--- src/rtl/core_if_fetch_ctrl.sv ---
// Fetch controller: serves a PC from the recent-fetch buffer on a tag hit, else reads the bus.
// Latency: hit/misalign 1 cycle, miss 2 + bus waits; a request is taken only in IDLE with no flush.
module core_if_fetch_ctrl #(
    parameter int DEPTH  = 2,
    parameter bit HIT_EN = 1'b1
) (
    input  logic                   clk,
    input  logic                   rest,
    input  logic                   req_valid,
    input  logic [31:0]            req_pc,
    output logic                   req_ready,
    input  logic                   flush,
    output logic                   resp_valid,
    output logic [31:0]            resp_pc,
    output logic [31:0]            resp_instr,
    output logic                   resp_misalign,
    output logic                   bus_read,
    output logic [31:0]            bus_addr,
    input  logic                   bus_ready,
    input  logic [31:0]            bus_rdata,
    output logic                   buf_write,
    output logic [31:0]            buf_addr,
    output logic [31:0]            buf_data,
    input  logic [DEPTH-1:0][31:0] buf_all_addr,
    input  logic [DEPTH-1:0][31:0] buf_all_data
);
    typedef enum logic [1:0] {IDLE, READ, DISCARD} state_t;

    state_t      state_q;
    logic [31:0] pc_q;
    logic        resp_valid_q;
    logic        resp_misalign_q;
    logic [31:0] resp_pc_q;
    logic [31:0] resp_instr_q;
    logic        bus_read_q;
    logic [31:0] bus_addr_q;

    logic        accept;
    logic        misalign;
    logic        hit;
    logic [31:0] hit_data;
    logic        in_bus;

    assign req_ready = (state_q == IDLE) && !flush;
    assign accept    = req_valid && req_ready;
    assign misalign  = (req_pc[1:0] != 2'b00);

    // Scan from the oldest entry down so the newest (lowest index) match wins.
    always_comb begin
        hit      = 1'b0;
        hit_data = '0;
        for (int i = DEPTH - 1; i >= 0; i--) begin
            if (buf_all_addr[i] == {1'b1, req_pc[30:0]}) begin
                hit      = 1'b1;
                hit_data = buf_all_data[i];
            end
        end
        if (!HIT_EN || req_pc[31]) begin
            hit = 1'b0;
        end
    end

    // Completed transfers always fill the buffer, even when the response is flushed.
    assign in_bus    = (state_q == READ) || (state_q == DISCARD);
    assign buf_write = in_bus && bus_ready && !pc_q[31];
    assign buf_addr  = {1'b1, pc_q[30:0]};
    assign buf_data  = bus_rdata;

    assign resp_valid    = resp_valid_q;
    assign resp_misalign = resp_misalign_q;
    assign resp_pc       = resp_pc_q;
    assign resp_instr    = resp_instr_q;
    assign bus_read      = bus_read_q;
    assign bus_addr      = bus_addr_q;

    always_ff @(posedge clk or negedge rest) begin
        if (!rest) begin
            state_q         <= IDLE;
            pc_q            <= '0;
            resp_valid_q    <= 1'b0;
            resp_misalign_q <= 1'b0;
            resp_pc_q       <= '0;
            resp_instr_q    <= '0;
            bus_read_q      <= 1'b0;
            bus_addr_q      <= '0;
        end else begin
            resp_valid_q    <= 1'b0;
            resp_misalign_q <= 1'b0;
            case (state_q)
                IDLE: begin
                    if (accept) begin
                        if (misalign) begin
                            resp_valid_q    <= 1'b1;
                            resp_misalign_q <= 1'b1;
                            resp_pc_q       <= req_pc;
                            resp_instr_q    <= '0;
                        end else if (hit) begin
                            resp_valid_q <= 1'b1;
                            resp_pc_q    <= req_pc;
                            resp_instr_q <= hit_data;
                        end else begin
                            pc_q       <= req_pc;
                            bus_read_q <= 1'b1;
                            bus_addr_q <= {req_pc[31:2], 2'b00};
                            state_q    <= READ;
                        end
                    end
                end
                READ: begin
                    if (bus_ready) begin
                        bus_read_q <= 1'b0;
                        state_q    <= IDLE;
                        if (!flush) begin
                            resp_valid_q <= 1'b1;
                            resp_pc_q    <= pc_q;
                            resp_instr_q <= bus_rdata;
                        end
                    end else if (flush) begin
                        state_q <= DISCARD;
                    end
                end
                DISCARD: begin
                    if (bus_ready) begin
                        bus_read_q <= 1'b0;
                        state_q    <= IDLE;
                    end
                end
                default: begin
                    state_q    <= IDLE;
                    bus_read_q <= 1'b0;
                end
            endcase
        end
    end
endmodule

--- config.mk ---
export PLATFORM = sky130hd
export DESIGN_NAME = core_if_fetch_ctrl
export DESIGN_NICKNAME = d
export VERILOG_FILES = /design/src/rtl/core_if_fetch_ctrl.sv
export SDC_FILE = /design/constraint.sdc
export NUM_CORES = 1
export LEC_CHECK = 0
export BUFFER_PORTS_ARGS = -buffer_cell sky130_fd_sc_hd__buf_4
export CAP_MARGIN = 15
export CORE_AREA = 2 2 140 142
export DETAILED_ROUTE_END_ITERATION = 8
export DIE_AREA = 0 0 142 144
export PLACE_DENSITY = 0.71
export SLEW_MARGIN = 20
export SYNTH_ARGS = -nofsm -noshare
export SYNTH_HDL_FRONTEND = slang
export SYNTH_SLANG_ARGS = --single-unit
--- constraint.sdc ---
create_clock -name clk -period 4.49 [get_ports clk]
set_input_delay 0 -clock clk [delete_from_list [all_inputs] [get_ports clk]]
set_output_delay 0 -clock clk [all_outputs]
set_load 0.005 [all_outputs]
### Word level (Yosys, flattened, before mapping)

Cells that the tools add are included.

* multiplexer cells: 38
* reduce and logical (&&, ||, !) cells: 15
* eq/ne operators: 13
* bitwise logic cells: 2

Operator list (number)
* two-way mux 32 bit: 12
* one-hot mux 32 bit (2 select lines): 2
* equality test 32 bit: 2
* two-way mux 1 bit: 15
* two-way mux 2 bit: 6
* inequality test 2 bit (second input constant): 6
* AND reduction 5 bit: 2
* AND reduction 4 bit: 2
* inequality test 3 bit (second input constant): 2
* one-hot mux 2 bit (3 select lines): 1
* logical AND 1 bit: 4
* one-hot mux 1 bit (2 select lines): 2
* nonzero test 2 bit: 2
* equality test 2 x 1 -> 1 bit (second input constant): 1
* equality test 2 bit (second input constant): 1
* logical NOT 1 bit: 2
* logical NOT 2 bit: 1
* inequality test 2 x 1 -> 1 bit (second input constant): 1
* NOT 1 bit: 2
* OR reduction 2 bit: 1
* logical OR 1 bit: 1

* logic and storage cells: 76
* register bits: 131
* input port bits: 197
* output and inout port bits: 165

### Longest topological paths before layout

* word-level depth: 8
* depth in mapped cells: 10
* mapped depth without buffers: 9

### Least setup slack after synthesis

Ideal clock, no wire load.

* path kind: flip-flop to flip-flop
* start point: register state_q[0]
* end point: register pc_q[10]
* clock period less this slack: 2.275 ns
* slack: 2.215 ns
* library setup time: 0.125 ns
* buffers on the path: 2
* required time: 4.365 ns
* arrival time: 2.150 ns
* cell stages (with the launch flop): 11
* cells stage by stage: dfrtp_1 > inv_1 > ha_1 > inv_1 > nor2_1 > nand2_1 > nor3_1 > nor2b_1 > clkbuf_1 > buf_2 > mux2_2

* word-level cells in the longest chain between the ends: 4

Ends and longest elaborated chain
* from (decl): RTL line 29 `state_t state_q;`
* from (signal assigned): RTL line 78 `state_q <= IDLE;`
* from (signal assigned): RTL line 105 `state_q <= READ;`
* from (signal assigned): RTL line 112 `state_q <= IDLE;`
* logical NOT 2 bit: RTL line 44 `assign req_ready = (state_q == IDLE) && !flush;`
* logical AND 1 bit: RTL line 44
* net req_ready: RTL line 11 `output logic req_ready,`
* logical AND 1 bit: RTL line 45 `assign accept = req_valid && req_ready;`
* AND reduction 4 bit (no line)
* to (signal assigned): RTL line 102 `pc_q <= req_pc;`
* to (decl): RTL line 30 `logic [31:0] pc_q;`

The timed path passes the listed nets, and every way through them passes these cells.
A chain may end at the register's enable or synchronous reset.

### Worst setup path in the final report

* start point: input port req_pc[5]
* end point: register resp_instr_q[29], in the netlist resp_instr[29]

* word-level cells in the longest chain between the ends: 7
* elaborated cells on any way between the ends: 13
* those cells by class: 3 x eq/ne; 9 x mux; 1 x reduce/logical

Ends and longest elaborated chain
* from (decl): RTL line 10 `input logic [31:0] req_pc,`
* equality test 32 bit: RTL line 53 `if (buf_all_addr[i] == {1'b1, req_pc[30:0]}) begin`
* two-way mux 32 bit (2 in a row): RTL line 53
* two-way mux 32 bit: RTL line 97 `end else if (hit) begin`
* two-way mux 32 bit: RTL line 92 `if (misalign) begin`
* two-way mux 32 bit: RTL line 91 `if (accept) begin`
* one-hot mux 32 bit (2 select lines): RTL line 89 `case (state_q)`
* to (signal assigned): RTL line 100 `resp_instr_q <= hit_data;`
* to (signal assigned): RTL line 116 `resp_instr_q <= bus_rdata;`
* to (decl): RTL line 34 `logic [31:0] resp_instr_q;`

Several ways; a longest one is shown, not always the timed one. The select of a mux whose other input is x is not followed.

==> reports/results.txt <==
status: finished clean
row count: 51
Yosys top cell by area: dfrtp_1
Syn. warnings: 0
Final Cycle Share: 68.9%
Die X: 142 um
mapped cell area: 6410 sq um
cell area after layout: 9840 sq um
worst-margin pin slew: 0.840 ns
initial antenna violation count: 0
CTS max path bufs: 2
fin util: 51.6%
clock latency on the worst-skew pair: 0.36 ns
setup TNS: 0 ns
share of layout cells above drive strength 1: 57.8%
mean area per synthesized cell: 12.1 sq um
register area: 2530 sq um
Setup-failing EPs final: 0
Worst path slowest cell: dlygate4sd3_1
gr ovfl total: 0
top cells by area, synth: dfrtp_1 39%, mux2_4 14%, mux2_2 11%
total number of vias: 5,538
CTS sink cnt: 101
Routed WL per cell: 20.0 um
Leakage Power: 4.80 nW
largest net degree at the start of global routing: 65
Rel. slew slack: 44.0%
Layout area overhead: 53.4%
die area: 20,400 sq um
CTS tree: built
fin worst setup slack: 1.39 ns
number of vias per cell: 4.91
Buffers & Inverters on Critical Path: 4
Ports: 362
Int Pwr: 3.08 mW
Synth cell types: 33
sequential cell area fraction in the yosys report: 39.4%
H-tree depth: 3
DP Area: 8850 sq um
post-synthesis register bit count: 101
Total Nets Final: 1,085
PwrDens: 463 nW/um^2
VDD IR max: 0.294 mV
Finished Layout Cells: 1,128
fmax: 0.323 GHz
max cap viols: 0
RSZ-0062 raised after global routing: false
CP Launch Type: input port
critical-path cell list: dlygate4sd3_1 -> buf_4 -> xnor2_1 -> nand4_1 -> nor4_1 -> nand2_1 -> nor3b_2 -> buf_4 -> a221o_1 -> dlygate4sd3_1 -> mux2_4
dpl ws: 1.63 ns
Fillers: 1,740
Top delay family on crit path: buffers and inverters
DRC Markers: 0
initial core utilization: 33.6%
Clock Pin Slew Worst Setup and Hold Paths: 0.08 ns
GRT busiest layer: met2
total routed wirelength: 22.5 mm
commonest cells after routing, fill and taps aside: 363 x buf_4, 101 x dfrtp_1, 70 x dlygate4sd3_1
cells after synthesis: 528
first-pass GRT wire length: 32.6 mm
HP Class: in -> reg
Final Skew: 0.0115 ns
CTS root buffer: clkbuf_16
global-route met2 utilization: 38.4%
critical path peak fanout: 32
Final Hold Vio Count: 0
max incr delay on CP: 0.57 ns
combinational share of power: 49.2%
ant diodes: 0
Chip Height: 144 um
DRT antenna net count: 0
M1 GR Usage: 23.7%
switching share of power: 32.4%
Psw: 1.48 mW
gpl congestion: 0.934
routing usage on met3: 5.03%
footprint of the multi-input gates: 3260 sq um
Worst setup EP type: flop
dpl hpwl: 17.1 mm
total track usage: 21.2%
Critical Path AT: 3.35 ns
Flop pwr share: 33.7%
Max Slew Vio Count: 0
Num CTS Buffers: 9
vias in the first global route: 5,747
Clk pwr share: 17.1%
DR iter-0 viols: 182
Post-Place Cells: 1,042
DR pass1 iterations: 6
Data required, critical path: 4.74 ns
cts repair resizes: 0
# port buffers: 358
min Tclk post-route: 3.10 ns
core box area: 19,100 sq um
share of the synthesized area in the top cell type: 39.4%
Worst Setup Path Type: in -> reg
commonest non-fill, non-tap cell in the layout: buf_4
## stage by stage
step	power, mW	hold slack [ns]
6_report	4.55	0.0164
5_1_grt	4.82	0.00783
4_1_cts	4.61	0.00136
3_5_place_dp	3.73	0.163
3_3_place_gp	3.70	0.152
2_1_floorplan	2.76	-0.296
## power groups by stage
stage | clock network [mW] | registers [mW] | logic (mW)
floorplan | 0 | 1.50 | 1.26
global placement | 0 | 1.54 | 2.16
detailed placement | 0 | 1.55 | 2.19
CTS | 0.810 | 1.53 | 2.27
global route | 0.836 | 1.59 | 2.40
finish | 0.781 | 1.53 | 2.24
## cell usage after synthesis (all sizes together)
library cell / instances
a2bb2oi: 1
clkbuf: 11
nor2: 6
o22ai: 1
buf: 78
o22a: 2
o21ai: 3
conb: 2
or3: 1
nor4: 8
xnor2: 62
nand3b: 1
and2: 32
a2111oi: 1
ha: 3
dfrtp: 101
a21oi: 1
mux2: 125
and3: 1
nor3: 2
nor3b: 2
o21bai: 1
nand2: 8
inv: 5
o21ba: 1
nand4: 32
a221o: 32
nor2b: 5
## routing by layer
metal	wire length (um)	up-vias
met4	842	0
li1	-	2556
met5	0	-
met1	8600	2674
met2	11600	264
met3	1490	44
## what timing repair did
action	4_1_cts	5_1_grt
hold buffers	70	0
setup buffers	0	0
endpoints found under the hold margin	114	0
## flip-flops by register name (all words and copies together), names as in the netlist
signal and count:
bus_addr 1, bus_read 1, pc_q 31, resp_instr 32
resp_misalign 1, resp_pc 32, resp_valid 1, state_q 2
## cells by family after synthesis
logic type,count (synthesis),synth area share [%]
mux,125,25.5
flops,101,39.4
simple gates,98,9.07
buf+inv,94,10.2
xor+xnor,62,8.58
compound gates,43,6.57
fa+ha+maj,3,0.585
other cells,2,0.117
## tightest hold or removal path, stage by stage
cell,delay [ns]
buf_4,0.08
a221o_1,0.12
mux2_2,0.13
## area by class of cell
cell class / instances / share of cell area (%)
Multi-Input combinational cell: 334 / 33.1
Clock buffer: 9 / 2.29
Clock inverter: 7 / 0.674
Inverter: 5 / 0.191
Tap cell: 238 / 3.03
Sequential cell: 101 / 25.7
Timing Repair Buffer: 434 / 35.0
## worst paths after layout
path | cells after the start | from | to | slack (ns)
max reg2reg | 8 | state_q[1] | resp_instr[29] | 1.50
min in group asynchronous | 2 | rest | resp_instr[13] | 0.31
max in group asynchronous | 3 | rest | pc_q[6] | 3.14
max | 11 | req_pc[5] | resp_instr[29] | 1.39
min reg2reg | 1 | bus_read | bus_read | 0.51
min | 3 | buf_all_data[36] | resp_instr[4] | 0.02
(Power assumes the default switching activity.)
